[config.mk]
export PLATFORM = sky130hd
export DESIGN_NAME = mc_control_unit
export DESIGN_NICKNAME = d
export VERILOG_FILES = /design/src/rtl/mc_control_unit.sv
export SDC_FILE = /design/constraint.sdc
export NUM_CORES = 1
export LEC_CHECK = 0
export ABC_CLOCK_PERIOD_IN_PS = 3650
export BUFFER_PORTS_ARGS = -buffer_cell sky130_fd_sc_hd__buf_2
export CELL_PAD_IN_SITES_DETAIL_PLACEMENT = 1
export CELL_PAD_IN_SITES_GLOBAL_PLACEMENT = 1
export CORE_MARGIN = 4
export CORE_UTILIZATION = 35
export CTS_CLUSTER_SIZE = 10
export DETAILED_ROUTE_END_ITERATION = 8
export PLACE_DENSITY = 0.81
export SYNTH_ARGS = -nofsm -noshare
export SYNTH_HDL_FRONTEND = slang
export SYNTH_SLANG_ARGS = --single-unit
[constraint.sdc]
create_clock -name clk -period 3.65 [get_ports clk]
set_input_delay 0.5475 -clock clk [delete_from_list [all_inputs] [get_ports clk]]
set_output_delay 0.5475 -clock clk [all_outputs]
set_load 0.05 [all_outputs]
[src/rtl/mc_control_unit.sv]
// Main sequencing FSM of the multicycle 16-bit RISC core; all datapath controls are decoded from state.
// Optional feature: define MC_ILLEGAL_TRAP_EN to trap opcodes 10-15 into a sticky HALT state.
module mc_control_unit (
  input  logic       clk,
  input  logic       reset,
  input  logic [3:0] opcode,
  input  logic       zero,
  input  logic       mem_ready,
  output logic       mem_req,
  output logic       mem_we,
  output logic       addr_sel,
  output logic       ir_write,
  output logic       mdr_write,
  output logic       pc_write,
  output logic [1:0] pc_src,
  output logic       alu_src_b,
  output logic [1:0] alu_op,
  output logic       extop,
  output logic       reg_write,
  output logic       wb_sel,
  output logic [3:0] state
`ifdef MC_ILLEGAL_TRAP_EN
  ,
  output logic       illegal
`endif
);

  localparam logic [3:0] S_FETCH    = 4'd0;
  localparam logic [3:0] S_DECODE   = 4'd1;
  localparam logic [3:0] S_EXEC_R   = 4'd2;
  localparam logic [3:0] S_EXEC_I   = 4'd3;
  localparam logic [3:0] S_MEM_ADDR = 4'd4;
  localparam logic [3:0] S_MEM_RD   = 4'd5;
  localparam logic [3:0] S_MEM_WR   = 4'd6;
  localparam logic [3:0] S_WB_ALU   = 4'd7;
  localparam logic [3:0] S_WB_MEM   = 4'd8;
  localparam logic [3:0] S_BRANCH   = 4'd9;
  localparam logic [3:0] S_JUMP     = 4'd10;
`ifdef MC_ILLEGAL_TRAP_EN
  localparam logic [3:0] S_HALT     = 4'd11;
`endif

  localparam logic [1:0] ALU_ADD = 2'b00;
  localparam logic [1:0] ALU_SUB = 2'b01;
  localparam logic [1:0] ALU_AND = 2'b10;

  logic [3:0] state_q, state_d;

  always_comb begin
    state_d   = state_q;
    mem_req   = 1'b0;
    mem_we    = 1'b0;
    addr_sel  = 1'b0;
    ir_write  = 1'b0;
    mdr_write = 1'b0;
    pc_write  = 1'b0;
    pc_src    = 2'b00;
    alu_src_b = 1'b0;
    alu_op    = ALU_ADD;
    extop     = 1'b0;
    reg_write = 1'b0;
    wb_sel    = 1'b0;
    case (state_q)
      S_FETCH: begin
        mem_req = 1'b1;
        if (mem_ready) begin
          ir_write = 1'b1;
          pc_write = 1'b1;
          state_d  = S_DECODE;
        end
      end
      S_DECODE: begin
        case (opcode)
          4'd0, 4'd1, 4'd2: state_d = S_EXEC_R;
          4'd3, 4'd4:       state_d = S_EXEC_I;
          4'd5, 4'd6:       state_d = S_MEM_ADDR;
          4'd7, 4'd8:       state_d = S_BRANCH;
          4'd9:             state_d = S_JUMP;
`ifdef MC_ILLEGAL_TRAP_EN
          default:          state_d = S_HALT;
`else
          // PC already advanced in FETCH, so an illegal opcode simply skips.
          default:          state_d = S_FETCH;
`endif
        endcase
      end
      S_EXEC_R: begin
        case (opcode[1:0])
          2'd0:    alu_op = ALU_AND;
          2'd1:    alu_op = ALU_ADD;
          default: alu_op = ALU_SUB;
        endcase
        state_d = S_WB_ALU;
      end
      S_EXEC_I: begin
        alu_src_b = 1'b1;
        if (opcode == 4'd3) begin
          alu_op = ALU_AND;
        end else begin
          alu_op = ALU_ADD;
          extop  = 1'b1;
        end
        state_d = S_WB_ALU;
      end
      S_MEM_ADDR: begin
        alu_src_b = 1'b1;
        extop     = 1'b1;
        state_d   = (opcode == 4'd5) ? S_MEM_RD : S_MEM_WR;
      end
      S_MEM_RD: begin
        mem_req  = 1'b1;
        addr_sel = 1'b1;
        if (mem_ready) begin
          mdr_write = 1'b1;
          state_d   = S_WB_MEM;
        end
      end
      S_MEM_WR: begin
        mem_req  = 1'b1;
        mem_we   = 1'b1;
        addr_sel = 1'b1;
        if (mem_ready) state_d = S_FETCH;
      end
      S_WB_ALU: begin
        reg_write = 1'b1;
        state_d   = S_FETCH;
      end
      S_WB_MEM: begin
        reg_write = 1'b1;
        wb_sel    = 1'b1;
        state_d   = S_FETCH;
      end
      S_BRANCH: begin
        alu_op = ALU_SUB;
        extop  = 1'b1;
        if ((opcode == 4'd7 && zero) || (opcode == 4'd8 && !zero)) begin
          pc_write = 1'b1;
          pc_src   = 2'b01;
        end
        state_d = S_FETCH;
      end
      S_JUMP: begin
        pc_write = 1'b1;
        pc_src   = 2'b10;
        state_d  = S_FETCH;
      end
`ifdef MC_ILLEGAL_TRAP_EN
      S_HALT: state_d = S_HALT;
`endif
      default: state_d = S_FETCH;
    endcase
    // Reset abandons any access in the same cycle: every control is forced low.
    if (reset) begin
      mem_req   = 1'b0;
      mem_we    = 1'b0;
      addr_sel  = 1'b0;
      ir_write  = 1'b0;
      mdr_write = 1'b0;
      pc_write  = 1'b0;
      pc_src    = 2'b00;
      alu_src_b = 1'b0;
      alu_op    = 2'b00;
      extop     = 1'b0;
      reg_write = 1'b0;
      wb_sel    = 1'b0;
    end
  end

  assign state = reset ? S_FETCH : state_q;

  always_ff @(posedge clk) begin
    if (reset) state_q <= S_FETCH;
    else       state_q <= state_d;
  end

`ifdef MC_ILLEGAL_TRAP_EN
  logic illegal_q;

  always_ff @(posedge clk) begin
    if (reset)                  illegal_q <= 1'b0;
    else if (state_d == S_HALT) illegal_q <= 1'b1;
  end

  assign illegal = illegal_q && !reset;
`endif

endmodule

# Word level (Yosys, flattened, before mapping)
# Memories as Yosys holds them, arrays and structs flattened.
# Cells that the tools add are included.
# Widths: inputs -> output; s select.
# op_classes
eq_ne	18
n_mux	36
n_reduce_logical	13
# ops
op	count
$eq 4x3->1 const B	6
$pmux 4 s6	1
$mux 1	22
$eq 4x4->1 const B	4
$mux 4	4
$eq 4x2->1 const B	3
$reduce_or 2->1	5
$mux 2	4
$pmux 2 s2	2
$ne 2x2->1 const B	3
$pmux 2 s3	1
$eq 4x1->1 const B	1
$logic_not 4->1	1
$pmux 1 s3	1
$reduce_and 3->1	1
$reduce_or 3->1	1
$eq 2x1->1 const B	1
$logic_and 1x1->1	2
$logic_not 2->1	1
$pmux 1 s2	1
$logic_not 1->1	1
$logic_or 1x1->1	1
# totals
register_bits	4
romBits	64
inputBits	8
output_inout_bits	18
wordCells	69
mem_count	1
# mem_list
memory	depth	width	rd	rd_clocked_by_memory_dff	write_ports	line_no	text
(name not given)	16	4	1	0	0	73	case (opcode)

# Depth between registers and ports, before layout
# depth
depth_word	6
ltp_mapped	6
ltp_nobuf	6

# Least setup slack after synthesis
# No wires, ideal clock.
# synth_timing
path_type	input port to output port
startpoint	input reset
endpoint	output alu_op[1]
arrival_time_ns	2.742
required_ns	3.102
slack_ns	0.361
path_stages	4
n_path_buf	2
cell_sequence	buf_2 or2_2 clkbuf_1 nor4b_1
# synth_via
elab_chain_len	1
# synth_rtl
element	line_no	text
start: declaration	5	input logic reset,
$mux 2	153	if (reset) begin
end: declaration	17	output logic [1:0] alu_op,
# Every way passes these cells.

# Final worst setup path
# layout_timing
startpoint	register state_q[1]
endpoint	output alu_op[0]
# layout_via
elab_chain_len	3
word_cells_on_any_way	5
cone_classes	3 x eq/ne; 2 x mux
# layout_rtl
element	line_no	text
start: declaration	47	logic [3:0] state_q, state_d;
start signal: assignment	173	else state_q <= state_d;
$eq 4x4->1 / $eq 4x2->1 (equally long branches)	63	case (state_q)
$pmux 2 s3 (*)	63	
$mux 2 (*)	153	
# Every way passes the cells marked *; elsewhere a longest branch is shown, timed or not.

==> flow_metrics.env <==
export IMPL_cp_end_kind="output port"
export IMPL_ys_warn_count=0
export IMPL_crit_path_max_fanout=21
export IMPL_r2r_end="state_q[0]"
export IMPL_nets=131
export IMPL_grt_max_degree=22
export IMPL_p_clk_frac=0.098
export IMPL_worstHoldStart="mem_ready"
export IMPL_cap_violations=0
export IMPL_drtPass1Iterations=4
export IMPL_grt_ovfl_total=0
export IMPL_hold_viol=0
export IMPL_worstPathArrival_ps=1980
export IMPL_synth_edf_count=0
export IMPL_postSynthAreaPerCell_sq_um=6.89
export IMPL_dp_hpwl_mm=1.65
export IMPL_fmax_mhz=396
export IMPL_cts_path_max_buffers=2
export IMPL_p_int_uw=232
export IMPL_power_switching_uw=341
export IMPL_cts_sinks=4
export IMPL_postCtsResizedCells=0
export IMPL_fin_crit_ps=2530
export IMPL_swShare=0.595
export IMPL_vdd_ir_drop_max_uv=255
export IMPL_die_w_um=51.7
export IMPL_viasPerCell=5.45
export IMPL_clock_skew_ps=4.25
export IMPL_whs_ps=720
export IMPL_crit_required_ps=3100
export IMPL_drive_above_1_share=0.267
export IMPL_worst_slew_pin_slew_ps=685
export IMPL_cts_tree="built"
export IMPL_finalSetupViolCount=0
export IMPL_n_antenna_cell=0
export IMPL_fp_dieH_um=51.7
export IMPL_numCtsBuffers=3
export IMPL_status="complete, no violations"
export IMPL_vias=769
export IMPL_grt_total_usage=0.170
export IMPL_pwr_share_comb=0.658
export IMPL_hold_end="state_q[0]"
export IMPL_syn_num_nets=110
export IMPL_largest_reg_flops=4
export IMPL_clk_latency_ps=240
export IMPL_reg_largest_list="state_q x4"
export IMPL_cts_root_buf="clkbuf_4"
export IMPL_grt_pass1_wl_mm=3.46
export IMPL_mostFrequentLayoutCells="buf_2 (25), nor2_1 (10), inv_1 (7)"
export IMPL_cts_max_level=1
export IMPL_top_register="state_q"
export IMPL_max_slew_margin=0.543
export IMPL_hold_depth=3
export IMPL_finalMaxSlewViolations=0
export IMPL_final_common_cell="buf_2"
export IMPL_drcViolationCount=0
export IMPL_fin_crit_sh=0.693
export IMPL_synth_main_ff_cell="dfxtp_1"
export IMPL_postCtsHoldBufs=0
export IMPL_path_class="reg -> out"
export IMPL_post_cts_setup_buffer_count=0
export IMPL_p_leak_uw=0.000376
export IMPL_initial_core_util=0.379
export IMPL_pwr_share_seq=0.243
export IMPL_async_reset_ff_frac=0
export IMPL_r2r_slack_ps=1950
export IMPL_setup_worst_path_start_class="flip-flop"
export IMPL_rows=15
export IMPL_syn_inst=97
export IMPL_io_pins=26
export IMPL_power_density_nw_per_um2=715
export IMPL_post_place_cells=138
export IMPL_coreArea_sq_um=1760
export IMPL_ant_nets=0
export IMPL_gp_congestion=0.802
export IMPL_clkTransAtPathRegs_ps=40
export IMPL_ys_seq_area_frac=0.120
export IMPL_r2r_cells=4
export IMPL_finalNonFillerCells=141
export IMPL_grt_pass1_vias=783
export IMPL_detail_route_wl_per_cell_um=15.4
export IMPL_port_buffers=25
export IMPL_netlist_cell_type_count=39
export IMPL_die_area_sq_um=2670
export IMPL_rsz0062_at_grt="no"
export IMPL_timing_rr_start="state_q[1]"
export IMPL_drtIter0Drc=8
export IMPL_timing_setup_tns_ps=0
export IMPL_syn_area_sq_um=668
export IMPL_hp_class="in -> reg"
export IMPL_ys_ff_latch=4
export IMPL_antenna_found_initial=0
export IMPL_syn_to_final_growth_pct=20.0
export IMPL_drt_total_wl_mm=2.17
-- synthesized netlist by cell type, types with 2 or more instances --
cell type	number	area, sq um
nor2b_1	6	37.5
nor2_1	10	37.5
buf_2	3	15.0
a221oi_1	2	17.5
nand2_1	4	15.0
nor3b_1	5	37.5
nand2b_1	6	37.5
dfxtp_1	4	80.1
o21ai_0	3	15.0
a21oi_1	5	25.0
o22ai_1	3	18.8
clkbuf_1	4	15.0
ha_1	5	62.6
inv_1	7	26.3
mux2i_1	2	20.0
nor3_1	5	25.0
-- routing by layer --
layer / track usage / up-vias / part of all wire
met3: 0.0172 / 2 / 0.043
li1: - / 383 / -
met5: 0 / - / 0
met1: 0.193 / 359 / 0.43
met4: 0.100 / 0 / 0.0055
met2: 0.303 / 25 / 0.52
-- how the worst max path moves through the flow --
| stage | startpoint | end | slack [ps] | depth (start not counted) |
|---|---|---|---|---|
| 6_report | state_q[1] | alu_op[0] | 1120 | 4 |
| 5_1_grt | state_q[1] | alu_op[0] | 960 | 4 |
| 4_1_cts | state_q[1] | alu_op[0] | 1120 | 4 |
| 3_5_place_dp | opcode[1] | pc_write | 1140 | 8 |
| 2_1_floorplan | reset | alu_op[1] | 360 | 4 |
| 3_3_place_gp | opcode[1] | pc_write | 1210 | 8 |
-- per-stage QoR --
step	util	area, sq um	setup WS, ps	total power [uW]
after floorplan	-	668	361	445
after global routing	0.455	802	957	615
after CTS	0.455	802	1120	577
final	0.455	802	1120	573
after global placement	0.442	779	1210	506
after detailed placement	0.442	779	1140	516
-- layout make-up --
cell class | count | area (sq um)
inverters | 7 | 26.3
multi-input cells | 77 | 517
flip-flops and latches | 4 | 80.1
clock buffers | 3 | 22.5
repair buffers | 25 | 125
fillers | 265 | 962
well taps | 25 | 31.3
-- power by group through the flow --
stage          sequential, uW  combinational, uW  clock (uW)
5_1_grt                   147                407        60.8
4_1_cts                   138                380        59.1
3_5_place_dp              138                378           0
2_1_floorplan            68.9                376           0
3_3_place_gp              137                369           0
6_report                  140                378        56.2
-- logic make-up (layout without fill, tap and decap cells) --
logic type                 count (synthesis)  count (layout)  synth area share
AOI/OAI and AO/OA                         21              21             0.215
muxes                                      2               2            0.0300
adders and majority gates                  6               6             0.109
DFF                                        4               4             0.120
and+or+nand+nor                           47              47             0.406
buffers and inverters                     16              35             0.107
xor gates and xnor gates                   1               1            0.0131
-- critical path, stage by stage (launching register included) --
cell and delay [ps]:
dfxtp_1 750, nand2b_1 150, or4_1 420, a21boi_1 140
buf_2 270
No activity file was read; power rests on OpenSTA's default activity.
